==> config.mk <==
export PLATFORM = sky130hd
export DESIGN_NAME = rr_req_arbiter
export DESIGN_NICKNAME = d
export VERILOG_FILES = /design/src/rtl/rr_req_arbiter.sv
export SDC_FILE = /design/constraint.sdc
export NUM_CORES = 1
export LEC_CHECK = 0
export ABC_AREA = 0
export BUFFER_PORTS_ARGS = -buffer_cell sky130_fd_sc_hd__clkbuf_2
export CAP_MARGIN = 5
export CORE_MARGIN = 10
export CORE_UTILIZATION = 39
export CTS_BUF_LIST = sky130_fd_sc_hd__clkbuf_4 sky130_fd_sc_hd__clkbuf_8
export CTS_CLUSTER_SIZE = 40
export DETAILED_ROUTE_END_ITERATION = 10
export PLACE_DENSITY_LB_ADDON = 0.12
export SYNTH_ARGS = -nofsm -noshare
export SYNTH_HDL_FRONTEND = slang
export SYNTH_SLANG_ARGS = --single-unit
==> constraint.sdc <==
create_clock -name clk -period 2.3 [get_ports clk]
set_clock_uncertainty 0.1 [all_clocks]
set_input_delay 0.115 -clock clk [delete_from_list [all_inputs] [get_ports clk]]
set_output_delay 0.115 -clock clk [all_outputs]
set_load 0.005 [all_outputs]
==> src/rtl/rr_req_arbiter.sv <==
// Round-robin arbiter: grants one requester at a time, holds the grant until
// done, request drop or hold limit, then rotates priority past the last owner.
module rr_req_arbiter #(
    parameter int unsigned N        = 4,
    parameter int unsigned MAX_HOLD = 8,
    parameter int unsigned IDW      = (N > 1) ? $clog2(N) : 1
) (
    input  logic           clk,
    input  logic           rst,
    input  logic [N-1:0]   req,
    input  logic           done,
    output logic [N-1:0]   gnt,
    output logic [IDW-1:0] gnt_id,
    output logic           busy,
    output logic           timeout
);

    localparam int unsigned CW = $clog2(MAX_HOLD) + 1;

    typedef enum logic {
        IDLE  = 1'b0,
        GRANT = 1'b1
    } state_t;

    state_t         state_q, state_d;
    logic [IDW-1:0] ptr_q, ptr_d;
    logic [CW-1:0]  cnt_q, cnt_d;
    logic [N-1:0]   gnt_d;
    logic [IDW-1:0] gnt_id_d;
    logic           busy_d;
    logic           timeout_d;

    // Rotating-priority winner search and owner release evaluation
    always_comb begin
        logic           found;
        logic [IDW-1:0] win;
        logic           at_limit;
        logic           owner_req;
        int unsigned    idx;

        state_d   = state_q;
        ptr_d     = ptr_q;
        cnt_d     = cnt_q;
        gnt_d     = gnt;
        gnt_id_d  = gnt_id;
        busy_d    = busy;
        timeout_d = 1'b0;
        found     = 1'b0;
        win       = '0;
        idx       = 0;
        at_limit  = (cnt_q == CW'(MAX_HOLD - 1));
        owner_req = req[gnt_id];

        for (int unsigned i = 0; i < N; i++) begin
            idx = (32'(ptr_q) + i) % N;
            if (!found && req[IDW'(idx)]) begin
                found = 1'b1;
                win   = IDW'(idx);
            end
        end

        case (state_q)
            IDLE: begin
                gnt_d  = '0;
                busy_d = 1'b0;
                if (found) begin
                    gnt_d    = N'(1) << win;
                    gnt_id_d = win;
                    busy_d   = 1'b1;
                    cnt_d    = '0;
                    state_d  = GRANT;
                end
            end
            GRANT: begin
                if (done || !owner_req || at_limit) begin
                    // done and request-drop outrank the hold limit
                    timeout_d = !done && owner_req && at_limit;
                    gnt_d     = '0;
                    busy_d    = 1'b0;
                    ptr_d     = IDW'((32'(gnt_id) + 32'd1) % N);
                    state_d   = IDLE;
                end else begin
                    cnt_d = cnt_q + CW'(1);
                end
            end
            default: begin
                state_d = IDLE;
                gnt_d   = '0;
                busy_d  = 1'b0;
            end
        endcase
    end

    // State and registered outputs, synchronous reset
    always_ff @(posedge clk) begin
        if (rst) begin
            state_q <= IDLE;
            ptr_q   <= '0;
            cnt_q   <= '0;
            gnt     <= '0;
            gnt_id  <= '0;
            busy    <= 1'b0;
            timeout <= 1'b0;
        end else begin
            state_q <= state_d;
            ptr_q   <= ptr_d;
            cnt_q   <= cnt_d;
            gnt     <= gnt_d;
            gnt_id  <= gnt_id_d;
            busy    <= busy_d;
            timeout <= timeout_d;
        end
    end

endmodule

==> flow_metrics.py, run 1 <==
metrics = {
    "status": {
        "status": "finished, final reports clean",
    },
    "worst_setup_path": {
        "path_cells": "mux2_4 -> a32oi_4 -> nor3_2 -> a22o_1",
        "slowest_stage": "dfxtp_1",
        "end_kind": "flop",
        "critPathKind": "flop to flop",
        "start_kind": "flop",
        "critPathMaxStageDelay_ns": 0.47,
        "r2r-end": "gnt[3]",
        "required_ns": 2.37,
        "r2r-start": "gnt_id[0]",
        "r2r_setup_slack_ns": 0.55,
        "crit_arrival_ns": 1.83,
        "critPathTopFamily": "compound AO/OA/AOI/OAI gates",
        "worst-path-buf-inv": 0,
        "rr_worst_depth": 4,
        "critPathMaxFanout": 9,
    },
    "floorplanning": {
        "io_pins": 15,
        "die-height_um": 65.4,
        "start_util_pct": 40.9,
        "fp.coreArea_um2": 1960,
        "dieArea_um2": 4280,
        "die_w_um": 65.4,
        "rows": 16,
    },
    "synth": {
        "synth_cell_type_count": 42,
        "syn_area_um2": 803,
        "ys_async_sr_fraction_pct": 0,
        "ys_seq_area_share_pct": 37.4,
        "synth_seq_cells": 15,
        "synth_ff_type": "dfxtp_1",
        "ys.warnings.count": 0,
        "synth_commonest_cells": "dfxtp_1 (15), a21oi_1 (8), nand2_1 (6)",
        "synth_area_leaders": "dfxtp_1 (37%), a21oi_1 (5.0%), a32oi_4 (3.4%), nand2_1 (2.8%), a32o_1 (2.5%)",
        "yosysTopAreaCellShare_pct": 37.4,
        "synth_fp_nets": 92,
        "yosysTopAreaCell": "dfxtp_1",
        "avgSynthCellArea_um2": 9.56,
        "yosysMostFrequentCell": "dfxtp_1",
        "synth_cells": 84,
        "synth_edf_count": 0,
    },
    "final_layout": {
        "fillers": 219,
        "regArea_um2": 300,
        "area_growth_pct": 15.0,
        "antenna_cells": 0,
        "layout-drive-gt1-share_pct": 29.3,
        "multi_input_area_um2": 474,
        "nNetsFinal": 108,
        "final_core_util_pct": 47.1,
        "fin_cells": 126,
    },
    "hold_path": {
        "holdPathEnd": "gnt_id[1]",
        "hold_class": "input pin to flop",
        "hp-start": "rst",
        "hold_depth": 2,
    },
    "timing": {
        "tightest_slew_ns": 0.600,
        "final_max_slew_viol_count": 0,
        "rsz0062_at_grt": "false",
        "hold_violations": 0,
        "max_freq_mhz": 570,
        "min_period_ns": 1.75,
        "fin_crit_sh_pct": 76.2,
        "tns_ns": 0,
        "finalSetupViolCount": 0,
        "maxSlewHeadroom_pct": 59.9,
    },
    "power_and_ir_drop": {
        "vdd_drop_max_v": 0.000254,
        "p_per_area_nw_per_um2": 610,
        "p_total_mw": 0.564,
        "p_leak_nw": 0.358,
    },
    "routing": {
        "first_iter_violations": 43,
        "drcViolationCount": 0,
        "vias_per_cell": 5.59,
        "vias": 704,
        "drt.antenna.violating_nets": 0,
        "routed_wl_mm": 1.73,
        "firstDrtPassIters": 4,
        "wire_per_inst_um": 13.8,
    },
    "global_routing": {
        "grt_pass1_wl_mm": 2.94,
        "antenna_found_initial": 0,
        "grtUsageTotal_pct": 8.34,
        "grt-ovfl-total": 0,
        "grt_pass1_vias": 655,
        "grt_max_degree": 11,
    },
    "placed_design": {
        "hpwl_mm": 1.31,
        "numPortBuffers": 14,
        "place_inst": 122,
        "gp_congestion": 0.820,
    },
    "cts": {
        "h-tree-depth": 1,
        "clockBufferDepth": 2,
        "cts_tree": "built",
        "clockRootBuffer": "clkbuf_4",
        "worstSkewPairLatency_ns": 0.28,
        "cts_inserted_buffers": 3,
        "postCtsHoldBufs": 0,
        "cts_resized": 0,
        "path_clk_slew_ns": 0.09,
        "post_cts_buffers": 0,
        "cts_sinks": 15,
    },
    "job": {
        "maxCapViolCount": 0,
    },
}
==> report_power, final <==
part	total [mW]	internal (mW)	switching, mW
logic	0.108	0.0521	0.0559
registers	0.295	0.276	0.0196
clock network	0.160	0.0790	0.0811
total	0.564	0.407	0.157
==> registers in the layout, summed over array words and instances (netlist names) <==
signal	cells
busy	1
cnt_q	4
gnt	4
gnt_id	2
ptr_q	2
state_q	1
timeout	1
==> stage by stage <==
stage	hold WS, ns	area [um^2]	setup WS, ns
finish	0.0360	923	0.547
global placement	0.341	893	0.599
detailed placement	0.336	893	0.557
floorplan	0.264	803	0.673
global route	0.0442	923	0.439
CTS	0.0281	923	0.539
==> worst max-delay path by stage <==
stage / start / end / slack, ns / depth (start not counted)
after global routing: cnt_q[0] / busy / 0.44 / 5
after floorplan: gnt_id[0] / gnt[1] / 0.67 / 4
after CTS: gnt_id[0] / gnt[1] / 0.54 / 4
final: gnt_id[0] / gnt[3] / 0.55 / 4
after detailed placement: gnt_id[0] / gnt[1] / 0.56 / 4
after global placement: gnt_id[0] / gnt[1] / 0.60 / 4
==> placed cells by master, fill, tap and decap left out, types with 2 or more instances in the layout <==
| master | synthesis | routed |
|---|---|---|
| or3_1 | 2 | 2 |
| clkbuf_4 | 0 | 4 |
| a21oi_1 | 8 | 8 |
| a32o_1 | 2 | 2 |
| nor2_1 | 5 | 5 |
| a22o_1 | 2 | 2 |
| inv_1 | 4 | 4 |
| clkbuf_2 | 0 | 14 |
| nor3_1 | 2 | 2 |
| o2111ai_1 | 2 | 2 |
| o21ai_0 | 2 | 2 |
| o21a_1 | 2 | 2 |
| a211oi_1 | 2 | 2 |
| nand2_1 | 6 | 6 |
| dfxtp_1 | 15 | 15 |
==> metal layers <==
layer  vias up  share of wire (%)  track usage, %
li1        359                  -               -
met1       329                 45            9.65
met2        12                 46            12.8
met3         4                7.1            3.73
met4         0                1.1            4.01
met5         -                  0               0
==> final cells by class <==
cell class,instances,share of cell area [%]
Inverter,4,1.63
Sequential cell,15,32.5
Tap cell,27,3.66
Timing Repair Buffer,14,7.59
Multi-Input combinational cell,62,51.4
Clock buffer,4,3.25
==> kinds of logic (layout without fill, tap and decap cells) <==
family	Yosys count	in the layout	share of synthesized area, %
AO/OA/AOI/OAI	31	31	31.9
AND/OR/NAND/NOR	26	26	19.9
flip-flops	15	15	37.4
buffers and inverters	7	22	3.58
multiplexers	3	3	4.52
adder cells (fa/ha/maj)	1	1	1.56
XOR/XNOR	1	1	1.09
(Power assumes the default switching activity.)
==> inputs of run 2 (changes only) <==
==> constraint.sdc (replaced) <==
create_clock -name clk -period 1.5 [get_ports clk]
set_clock_uncertainty 0.1 [all_clocks]
set_input_delay 0.075 -clock clk [delete_from_list [all_inputs] [get_ports clk]]
set_output_delay 0.075 -clock clk [all_outputs]
set_load 0.005 [all_outputs]
==> flow_metrics.py, run 2 (synthesis gave the netlist of run 1 again) <==
metrics = {
    "final_layout": {
        "layout-drive-gt1-share_pct": 53.0,
        "antenna_cells": 0,
        "fillers": 186,
        "final_core_util_pct": 59.6,
        "design_area_um2": 1170,
        "nNetsFinal": 126,
        "layout_common_cells": "clkbuf_2 (14), buf_4 (14), dfxtp_1 (11), nand2_1 (6)",
        "area_growth_pct": 45.5,
        "reg.largest.list": "cnt_q (4), gnt (4)",
    },
    "floorplanning": {
        "io_pins": 15,
        "fp.coreArea_um2": 1960,
        "die-height_um": 65.4,
        "rows": 16,
        "dieArea_um2": 4280,
        "die_w_um": 65.4,
        "start_util_pct": 40.9,
    },
    "cts": {
        "cts_sinks": 15,
        "worstSkewPairLatency_ns": 0.28,
        "path_clk_slew_ns": 0.10,
        "cts_inserted_buffers": 3,
        "h-tree-depth": 1,
        "clockBufferDepth": 2,
        "cts_tree": "built",
        "clockRootBuffer": "clkbuf_4",
    },
    "status": {
        "violations": "negative setup slack",
        "status": "finished with violations",
    },
    "worst_setup_path": {
        "critPathKind": "flop to flop",
        "crit_arrival_ns": 1.65,
        "r2r-start": "gnt_id[0]",
        "critPathLaunch": "gnt_id[0]",
        "start_kind": "flop",
        "end_kind": "flop",
        "critPathMaxFanout": 4,
        "required_ns": 1.60,
    },
    "routing": {
        "drt.antenna.violating_nets": 0,
        "wire_per_inst_um": 14.8,
        "routed_wl_mm": 2.13,
        "vias": 771,
        "firstDrtPassIters": 4,
        "drcViolationCount": 0,
        "first_iter_violations": 16,
        "vias_per_cell": 5.35,
    },
    "timing": {
        "max_freq_mhz": 645,
        "timing.final.ws_setup_ns": -0.0500,
        "hold_violations": 0,
        "rsz0062_at_grt": "true",
        "maxSlewHeadroom_pct": 76.5,
        "final_max_slew_viol_count": 0,
        "finalSetupViolCount": 6,
        "fin_crit_sh_pct": 103,
        "tightest_slew_ns": 0.350,
        "min_period_ns": 1.55,
    },
    "power_and_ir_drop": {
        "p_leak_nw": 0.459,
        "vdd_drop_max_v": 0.000540,
        "p_per_area_nw_per_um2": 815,
    },
    "global_routing": {
        "grt_pass1_vias": 790,
        "grt_max_degree": 9,
        "grt-ovfl-total": 0,
        "grt_pass1_wl_mm": 3.56,
        "antenna_found_initial": 0,
        "grtUsageTotal_pct": 10.3,
    },
    "placed_design": {
        "pre_cts_ws_ns": -0.101,
        "gp_congestion": 0.762,
        "placed_area_um2": 1010,
        "hpwl_mm": 1.55,
        "numPortBuffers": 14,
    },
    "hold_path": {
        "hold_class": "input pin to flop",
        "hp-start": "req[3]",
    },
    "job": {
        "maxCapViolCount": 0,
    },
}
run 2: cell types whose count changed in the layout (fill, tap and decap cells not counted), sizes merged:
| cell | previous run | this run |
|---|---|---|
| buf | 0 | 16 |
| dlygate4sd3 | 0 | 2 |
run 2: layout make-up:
class	instances	area [um^2]	area share, %
inverters	4	15.0	1.28
flip-flops and latches	15	310	26.6
repair buffers	32	218	18.6
clock buffers	4	30.0	2.57
multi-input cells	62	562	48.1
well taps	27	33.8	2.89
run 2: worst paths after layout:
check | slack (ns) | cells past startpoint | to
max | -0.05 | 4 | ptr_q[1]
min | 0.13 | 3 | gnt_id[1]
max reg2reg | -0.05 | 4 | ptr_q[1]
min reg2reg | 0.39 | 1 | gnt[0]
run 2: per-layer routing:
layer	track usage, %	up-vias	share of wire [%]	wire, um
li1	-	390	-	-
met5	0	-	0	0
met3	4.24	2	6.1	131
met1	11.4	367	46	972
met2	17.0	12	47	1010
met4	4.81	0	0.89	19
run 2: power breakdown:
part / internal [mW] / switching, mW / total, mW
clock: 0.121 / 0.131 / 0.252
combinational: 0.132 / 0.124 / 0.256
sequential: 0.424 / 0.0202 / 0.444
total: 0.677 / 0.276 / 0.953
run 2: timing repair:
action / in CTS / in global routing
buffers inserted: 1 / 1
endpoints found under the hold margin: 2 / 0
hold buffers: 2 / 0
endpoints found under the setup margin: 9 / 12
pin swaps: 3 / 4
gates resized for setup: 9 / 14
run 2: critical path: stages (launching register included):
cell	delay (ns)
dfxtp_4	0.39
mux2_4	0.33
a22o_4	0.26
a21bo_1	0.20
a211oi_2	0.19
run 2: through the flow:
stage / std cells / hold WS [ns] / total power [mW] / TNS (ns)
3_5_place_dp: 136 / 0.291 / 0.670 / -0.214
4_1_cts: 143 / 0.135 / 0.949 / -0.241
3_3_place_gp: 136 / 0.296 / 0.666 / -0.0999
5_1_grt: 144 / 0.144 / 1.02 / -0.576
2_1_floorplan: 84 / 0.223 / 0.582 / 0
6_report: 144 / 0.128 / 0.953 / -0.204
==> inputs of run 3 (changes only) <==
--- a/config.mk
+++ b/config.mk
@@ -8,8 +8,9 @@
 export ABC_AREA = 0
 export BUFFER_PORTS_ARGS = -buffer_cell sky130_fd_sc_hd__clkbuf_2
 export CAP_MARGIN = 5
-export CORE_MARGIN = 10
-export CORE_UTILIZATION = 39
+export CELL_PAD_IN_SITES_DETAIL_PLACEMENT = 0
+export CELL_PAD_IN_SITES_GLOBAL_PLACEMENT = 1
+export CORE_UTILIZATION = 38
 export CTS_BUF_LIST = sky130_fd_sc_hd__clkbuf_4 sky130_fd_sc_hd__clkbuf_8
 export CTS_CLUSTER_SIZE = 40
 export DETAILED_ROUTE_END_ITERATION = 10
==> flow_metrics.py, run 3 (synthesis gave the netlist of run 1 again) <==
metrics = {
    "global_routing": {
        "grt-ovfl-total": 0,
        "grt_pass1_vias": 658,
        "antenna_found_initial": 0,
        "grt_pass1_wl_mm": 2.92,
        "grtUsageTotal_pct": 18.9,
        "grt_max_degree": 10,
    },
    "timing": {
        "timing.final.ws_setup_ns": -0.0672,
        "maxSlewHeadroom_pct": 75.9,
        "fin_crit_sh_pct": 104,
        "hold_violations": 0,
        "tightest_slew_ns": 0.361,
        "min_period_ns": 1.57,
        "finalSetupViolCount": 9,
        "final_max_slew_viol_count": 0,
        "tns_ns": -0.262,
        "rsz0062_at_grt": "true",
        "max_freq_mhz": 638,
    },
    "cts": {
        "cts_sinks": 15,
        "cts_inserted_buffers": 3,
        "path_clk_slew_ns": 0.10,
        "clockRootBuffer": "clkbuf_4",
        "postCtsHoldBufs": 0,
        "h-tree-depth": 1,
        "cts_tree": "built",
        "clockBufferDepth": 2,
        "worstSkewPairLatency_ns": 0.29,
    },
    "routing": {
        "drcViolationCount": 0,
        "firstDrtPassIters": 3,
        "drt.antenna.violating_nets": 0,
        "dr.max_layer_used": "met4",
        "wire_per_inst_um": 13.6,
        "vias": 751,
        "first_iter_violations": 9,
        "met1Wirelength_um": 911,
        "met3_length_um": 67,
        "routed_wl_mm": 1.91,
        "met2WireLength_um": 922,
        "vias_per_cell": 5.33,
    },
    "floorplanning": {
        "fp.coreArea_um2": 1980,
        "die_w_um": 48.0,
        "dieArea_um2": 2300,
        "io_pins": 15,
        "rows": 16,
        "start_util_pct": 40.5,
        "die-height_um": 48.0,
    },
    "power_and_ir_drop": {
        "p_leak_nw": 0.444,
        "vdd_drop_max_v": 0.000585,
        "p_per_area_nw_per_um2": 817,
        "p_total_mw": 0.922,
    },
    "worst_setup_path": {
        "required_ns": 1.62,
        "crit_arrival_ns": 1.68,
        "start_kind": "flop",
        "end_kind": "flop",
        "rr_worst_depth": 5,
        "critPathKind": "flop to flop",
        "critPathMaxFanout": 7,
    },
    "final_layout": {
        "fillers": 190,
        "layout_commonest_cell": "clkbuf_2",
        "design_area_um2": 1130,
        "layout_common_cells": "clkbuf_2 (14), buf_4 (13), dfxtp_1 (11), a21oi_1 (7), nand2_1 (6)",
        "layout-drive-gt1-share_pct": 50.0,
        "reg.largest.list": "cnt_q (4), gnt (4)",
        "nNetsFinal": 123,
        "antenna_cells": 0,
        "area_growth_pct": 40.5,
        "final_core_util_pct": 56.9,
    },
    "placed_design": {
        "gp_congestion": 0.742,
        "hpwl_mm": 1.43,
        "numPortBuffers": 14,
        "placed_area_um2": 1020,
    },
    "status": {
        "violations": "negative setup slack",
        "status": "finished with violations",
    },
    "job": {
        "maxCapViolCount": 0,
    },
    "hold_path": {
        "hold_depth": 3,
        "hold_class": "input pin to flop",
    },
}
[run 3: path summary, 6_finish.rpt]
path,slack [ns],startpoint,endpoint
max,-0.07,gnt_id[0],cnt_q[0]
min reg2reg,0.38,gnt[2],gnt[2]
min,0.08,rst,ptr_q[1]
max reg2reg,-0.07,gnt_id[0],cnt_q[0]
[run 3: worst max-delay path, cell delays in order, from the launching register on]
cell and delay (ns):
dfxtp_4 0.38, mux2_4 0.32, a32oi_4 0.32, buf_6 0.16, o2111ai_2 0.11, o31ai_2 0.09
[run 3: power by group]
part	switching, mW	internal, mW
clock	0.140	0.0993
sequential	0.0224	0.425
combinational	0.115	0.121
total	0.277	0.645
[run 3: area by class of cell]
class | count | area (um^2) | share of cell area, %
repair buffers | 29 | 199 | 17.6
clock buffers | 3 | 22.5 | 2.00
inverters | 4 | 15.0 | 1.33
clock inverters | 1 | 5.00 | 0.443
well taps | 27 | 33.8 | 2.99
multi-input cells | 62 | 546 | 48.3
flip-flops and latches | 15 | 308 | 27.3
[run 3: timing repair]
| item | 4_1_cts | 5_1_grt |
|---|---|---|
| pin swaps | 3 | 3 |
| setup buffers | 0 | 1 |
| resized for setup | 3 | 15 |
| endpoints found under the setup margin | 10 | 12 |
[run 3: through the flow]
stage               instances  setup WS (ns)  hold slack, ns
detailed placement        136        -0.0372           0.348
CTS                       140        -0.0556          0.0553
global route              141         -0.121          0.0909
finish                    141        -0.0672          0.0850
global placement          136        -0.0652           0.349
floorplan                  84        0.00804           0.223
[run 3: routing by layer]
metal / global-route usage, % / vias up
met5: 0 / -
met4: 7.78 / 0
met3: 7.17 / 2
met2: 27.8 / 11
met1: 24.9 / 353
li1: - / 385
